<file path="config.mk">
export PLATFORM = sky130hd
export DESIGN_NAME = nrzi_tx
export DESIGN_NICKNAME = d
export VERILOG_FILES = /design/src/rtl/usb_pkg.sv /design/src/rtl/nrzi_enc.sv /design/src/rtl/nrzi_tx.sv
export SDC_FILE = /design/constraint.sdc
export NUM_CORES = 1
export LEC_CHECK = 0
export CAP_MARGIN = 20
export CELL_PAD_IN_SITES_DETAIL_PLACEMENT = 1
export CELL_PAD_IN_SITES_GLOBAL_PLACEMENT = 1
export CORE_UTILIZATION = 37
export DETAILED_ROUTE_END_ITERATION = 10
export GPL_ROUTABILITY_DRIVEN = 0
export MAX_ROUTING_LAYER = met4
export PLACE_DENSITY_LB_ADDON = 0.1
export SLEW_MARGIN = 20
export SYNTH_ARGS = -nofsm -noshare
export SYNTH_HDL_FRONTEND = slang
export SYNTH_HIERARCHICAL = 1
export SYNTH_SLANG_ARGS = --single-unit
</file>
<file path="constraint.sdc">
create_clock -name clk -period 2 [get_ports clk]
set_clock_uncertainty 0.05 [all_clocks]
set_input_delay 0.6 -clock clk [delete_from_list [all_inputs] [get_ports clk]]
set_output_delay 0.6 -clock clk [all_outputs]
set_load 0.02 [all_outputs]
</file>
<file path="src/rtl/usb_pkg.sv">
// rtl/usb_pkg.sv - shared USB line-state types and constants
package usb_pkg;

   typedef enum logic [1:0] {
      J   = 2'd0,
      K   = 2'd1,
      SE0 = 2'd2,
      SE1 = 2'd3
   } line_t;

   typedef enum logic [1:0] {
      ST_IDLE  = 2'd0,
      ST_DATA  = 2'd1,
      ST_SE0   = 2'd2,
      ST_EOP_J = 2'd3
   } nrzi_tx_state_t;

   localparam logic J_DP = 1'b1;
   localparam logic J_DM = 1'b0;

   // Returns {dp, dm} for a line state
   function automatic logic [1:0] line_pins(input line_t l);
      logic [1:0] p;
      case (l)
         J:       p = {J_DP, J_DM};
         K:       p = {~J_DP, ~J_DM};
         SE0:     p = 2'b00;
         default: p = 2'b11;
      endcase
      return p;
   endfunction

endpackage

</file>
<file path="src/rtl/nrzi_enc.sv">
// rtl/nrzi_enc.sv - NRZI level register; level 1 is J, 0 is K
module nrzi_enc (
   input  logic clk,
   input  logic rst_L,
   input  logic en,
   input  logic load_j,
   input  logic inb,
   output logic level_nxt
);

   logic level_q;

   // A 0 toggles the line, a 1 holds it; load_j encodes relative to J
   always_comb begin
      level_nxt = (load_j ? 1'b1 : level_q) ^ ~inb;
   end

   always_ff @(posedge clk) begin
      if (!rst_L) begin
         level_q <= 1'b1;
      end else if (en) begin
         level_q <= level_nxt;
      end
   end

endmodule

</file>
<file path="src/rtl/nrzi_tx.sv">
// rtl/nrzi_tx.sv - NRZI line encoder with EOP generation; NRZI_TX_OE_EN adds pad output enable
module nrzi_tx
   import usb_pkg::*;
#(
   parameter int EOP_SE0_CYCLES = 2
) (
   input  logic clk,
   input  logic rst_L,
   input  logic inb,
   input  logic sending,
   output logic dp,
   output logic dm,
   output logic busy,
`ifdef NRZI_TX_OE_EN
   output logic done,
   output logic oe
`else
   output logic done
`endif
);

   localparam logic [1:0] SE0_LAST = 2'(EOP_SE0_CYCLES);

   nrzi_tx_state_t state, state_nxt;
   logic [1:0]     se0_cnt, cnt_nxt;
   line_t          line_nxt;
   logic           busy_nxt, done_nxt;
   logic           enc_en, enc_load_j, level_nxt;

   nrzi_enc u_enc (
      .clk       (clk),
      .rst_L     (rst_L),
      .en        (enc_en),
      .load_j    (enc_load_j),
      .inb       (inb),
      .level_nxt (level_nxt)
   );

   // Line outputs are decided on the same edge as the state transition
   always_comb begin
      state_nxt  = state;
      cnt_nxt    = se0_cnt;
      line_nxt   = J;
      busy_nxt   = 1'b1;
      done_nxt   = 1'b0;
      enc_en     = 1'b0;
      enc_load_j = 1'b0;
      case (state)
         ST_IDLE: begin
            busy_nxt   = 1'b0;
            enc_load_j = 1'b1;
            if (sending) begin
               enc_en    = 1'b1;
               line_nxt  = level_nxt ? J : K;
               busy_nxt  = 1'b1;
               cnt_nxt   = 2'd0;
               state_nxt = ST_DATA;
            end
         end
         ST_DATA: begin
            if (sending) begin
               enc_en   = 1'b1;
               line_nxt = level_nxt ? J : K;
            end else begin
               line_nxt  = SE0;
               cnt_nxt   = 2'd1;
               state_nxt = (SE0_LAST == 2'd1) ? ST_EOP_J : ST_SE0;
            end
         end
         ST_SE0: begin
            line_nxt = SE0;
            cnt_nxt  = se0_cnt + 2'd1;
            if (se0_cnt + 2'd1 == SE0_LAST) begin
               state_nxt = ST_EOP_J;
            end
         end
         ST_EOP_J: begin
            line_nxt  = J;
            done_nxt  = 1'b1;
            state_nxt = ST_IDLE;
         end
      endcase
   end

   always_ff @(posedge clk) begin
      if (!rst_L) begin
         state    <= ST_IDLE;
         se0_cnt  <= 2'd0;
         {dp, dm} <= line_pins(J);
         busy     <= 1'b0;
         done     <= 1'b0;
      end else begin
         state    <= state_nxt;
         se0_cnt  <= cnt_nxt;
         {dp, dm} <= line_pins(line_nxt);
         busy     <= busy_nxt;
         done     <= done_nxt;
      end
   end

`ifdef NRZI_TX_OE_EN
   always_ff @(posedge clk) begin
      if (!rst_L) begin
         oe <= 1'b0;
      end else begin
         oe <= busy_nxt;
      end
   end
`endif

endmodule

</file>
# Word-level counts from Yosys, hierarchy flattened
# Cells that the tools add are included.
# word_totals
ramBits	0
rom_bits	0
latch_bits	0
input_bits	4
ff_bits	9
memories	0
elab_cells	43
# op_classes
n_reduce_logical	6
mul	0
n_addsub	1
muxes	18
order_cmp	0
n_div	0
n_bitwise	2
shifts	0
eq_ne	9
# op_table
cell	n
2-bit one-hot mux with 4 select lines	2
2-bit two-way mux	6
2-bit one-hot mux with 3 select lines	2
2-bit equality test (second input constant)	4
1-bit two-way mux	8
2-bit != test (second input constant)	3
3-bit AND reduction	2
2-bit by 1-bit equality test with 1-bit output (second input constant)	2
2-bit zero test	2
3-bit nonzero test	1
2-bit by 1-bit adder with 2-bit output (second input constant)	1
2-bit OR reduction	1
1-bit inverter	1
1-bit XOR	1

# Longest topological paths before layout
# logic_depth
ltp_word	9
mapped_depth	7
ltp_nobuf	7

# Modules after synthesis
# The synthesis kept the hierarchy.
# modules_own_cells
mod	seq_area_each_um2	cells_each	n_inst	area_each_um2
nrzi_tx	160.2	44	1	430.4
nrzi_enc	20.0	8	1	62.6

# Least setup slack after synthesis
# No wires, ideal clock.
# synth_timing
path_kind	register to register
start	register state[0]
end	register state[0]
arrival_ns	1.273
setup_slack_ns	0.562
path_stages_with_launch	6
setup_ns	0.115
required_time_ns	1.835
path_buffers	0
cell_sequence	dfxtp_1 -> inv_1 -> ha_1 -> mux2_4 -> o31a_1 -> o21a_1
# synth_between
elab_chain_len	3
# synth_rtl
item	line	source
from (decl)	nrzi_tx.sv:24	nrzi_tx_state_t state, state_nxt;
from (signal assigned)	nrzi_tx.sv:93	state <= state_nxt;
2-bit equality test, or another cell as far along	nrzi_tx.sv:48	case (state)
2-bit != test (no line)	n/a	
3-bit AND reduction (no line)	n/a	
# Parallel ways exist; a longest one is shown, timed or not.
# A chain may end at the register's enable or synchronous reset.

# Final worst setup path
# layout_timing
start	register dm
end	output dm
# layout_rtl
item	line	source
from (decl)	nrzi_tx.sv:12	output logic dm,
from (signal assigned)	nrzi_tx.sv:89	{dp, dm} <= line_pins(J);
from (signal assigned)	nrzi_tx.sv:95	{dp, dm} <= line_pins(line_nxt);
# No word-level cell between the ends.

==> metrics.txt <==
CP startpoint kind register; unrepaired setup endpoints after global routing false; largest net degree at the start of global routing 10; synthesized instance count 52; Chip Height 38.50 µm; area taken by multi-input logic gates 285.3 µm²; Worst Hold Class register to register; CTS H-tree lvls 1; Ys Warns 6; I/O Pins 8; Worst setup EP type output port; Sequential cell area 180.2 µm²; vias in the first global route 427; synthesized flop and latch total 9; Critical Path RT 1.35 ns; deepest clock path buffer count 2; hold_buf cts 0; CTS sink cnt 9; final worst path period share 0.9083; fraction of layout cells with a size suffix above 1 0.1111; final-report hold violation count 0; Cell Count, Final, Fillers Out 77; FF-to-FF setup slack 0.29 ns; P per Cell Area 1311 nW/µm²; Layout Nets 74; syn nets 62; DP Area 583.1 µm²; Die Wd 38.50 µm; # fillers 147; Synth Cell Area 493.0 µm²; CP max stage delay 0.60 ns; clock-pin slew on the worst setup and hold paths 0.06 ns; Peak VDD IR 0.5481 mV; Peak Freq 0.5505 GHz; sequential area share after synthesis 0.3655; first-pass GRT wire length 1800 µm; CP max-delay cell clkdlybuf4s50_1; Core ar. 1171 µm²; global router's overall resource usage 0.1856; Relative slew margins 0.7468; Area Overhead vs Synth 23.60%; count of cell types in the netlist 24; Post-DP HPWL 800.3 µm; dpl cells 73; commonest cells after routing, fill and taps aside dfxtp_1 (9), clkdlybuf4s50_1 (7), inv_1 (6), ha_1 (6); setup TNS 0 ns; antenna diode count 0; Slew Viols, Final 0; crit path max fanout 1; crit path kind register to output port; PortBufs 7; worst skew pair latency 0.26 ns; status finished, final reports clean; Post-CTS Setup Bufs 0; CTS tree done; die area 1482 µm²; EDFF count, synth 0; final setup fails 0; CTS resizes 0; iteration count of the initial detailed-routing pass 1; Tmin final 1.817 ns; total CTS buffers 3; CP Data Arrival Time 1.17 ns; WP buf/inv 1; Leakage Power 0.0002684 µW; most common cell after layout, fill and taps aside dfxtp_1; post-route cell area 609.3 µm²; total wire length 976 µm; initial antenna violation count 0; ys flop type dfxtp_1; First DRT Iteration DRCs 0; vias 388; Async S/R FF share, synth 0; max_cap viols 0; Rows 12; CTS root buffer clkbuf_4; Crit path max-delay family buffers and inverters; CP Cell Sequence clkdlybuf4s50_1; Initial Util 0.4209; worst slew pin tran 0.3759 ns; GRT overflow 0; DRC 0; Final ANT Viol Nets 0; routed length per instance 12.68 µm; vias per inst 5.039; syn avg cell area 9.480 µm²
kinds of logic (layout without fill, tap and decap cells):
| logic type | count (synthesis) | count (layout) | synth area share |
|---|---|---|---|
| AOI/OAI and AO/OA | 10 | 10 | 0.1396 |
| xor gates and xnor gates | 1 | 1 | 0.01777 |
| adders and majority gates | 6 | 6 | 0.1523 |
| buffers and inverters | 7 | 18 | 0.05582 |
| DFF | 9 | 9 | 0.3655 |
| muxes | 6 | 6 | 0.1320 |
| and+or+nand+nor | 13 | 13 | 0.1371 |
flip-flops by register name, indices dropped and copies added, names as in the netlist:
signal         flops
busy               1
dp                 1
done               1
se0_cnt            2
state              2
dm                 1
u_enc/level_q      1
area by class of cell:
class | instances | area share
Clock buffer | 4 | 0.04312
Sequential cell | 9 | 0.2957
Tap cell | 14 | 0.02875
Inverter | 6 | 0.03696
Multi-Input combinational cell | 36 | 0.4682
Timing Repair Buffer | 8 | 0.1273
per-stage QoR:
stage | setup WS [ns] | utilization | total power (µW) | hold slack (ns)
CTS | 0.1566 | 0.5203 | 813.2 | 0.4280
global route | 0.05619 | 0.5203 | 871.9 | 0.4691
detailed placement | 0.01293 | 0.4979 | 664.3 | 0.4194
finish | 0.1835 | 0.5203 | 798.6 | 0.4271
floorplan | 0.5625 | - | 553.3 | 0.3847
global placement | 0.04208 | 0.4979 | 641.8 | 0.3945
worst paths after layout:
path / startpoint / cells after the start / end
worst max-delay path: dm / 1 / dm
worst min-delay path: se0_cnt[1] / 2 / se0_cnt[1]
worst max register to register: state[0] / 7 / u_enc/level_q
worst min register to register: se0_cnt[1] / 2 / se0_cnt[1]
worst min-delay path: cells and delay by family, from the launching register on:
kind / cells / cell delay (ns)
DFF: 1 / 0.31
and+or+nand+nor: 1 / 0.06
muxes: 1 / 0.06
metal layers:
| metal | global-route usage | up-vias | wire (µm) |
|---|---|---|---|
| met3 | 0.01744 | 2 | 31 |
| met5 | - | - | 0 |
| li1 | - | 198 | - |
| met4 | 0.1293 | 0 | 7 |
| met2 | 0.3208 | 6 | 511 |
| met1 | 0.1964 | 182 | 426 |
synthesized netlist by cell type, types with 2 or more instances:
master,number,share of area
dfxtp_1,9,0.37
ha_1,6,0.15
inv_1,6,0.046
mux2i_1,5,0.10
nand2_1,5,0.038
nor2_1,2,0.015
o21a_1,2,0.030
where the power goes:
group | switching [µW] | internal (µW)
clock network | 64.2 | 76.9
registers | 37.9 | 223
logic | 211 | 185
Power figures use the tool's default switching activity.
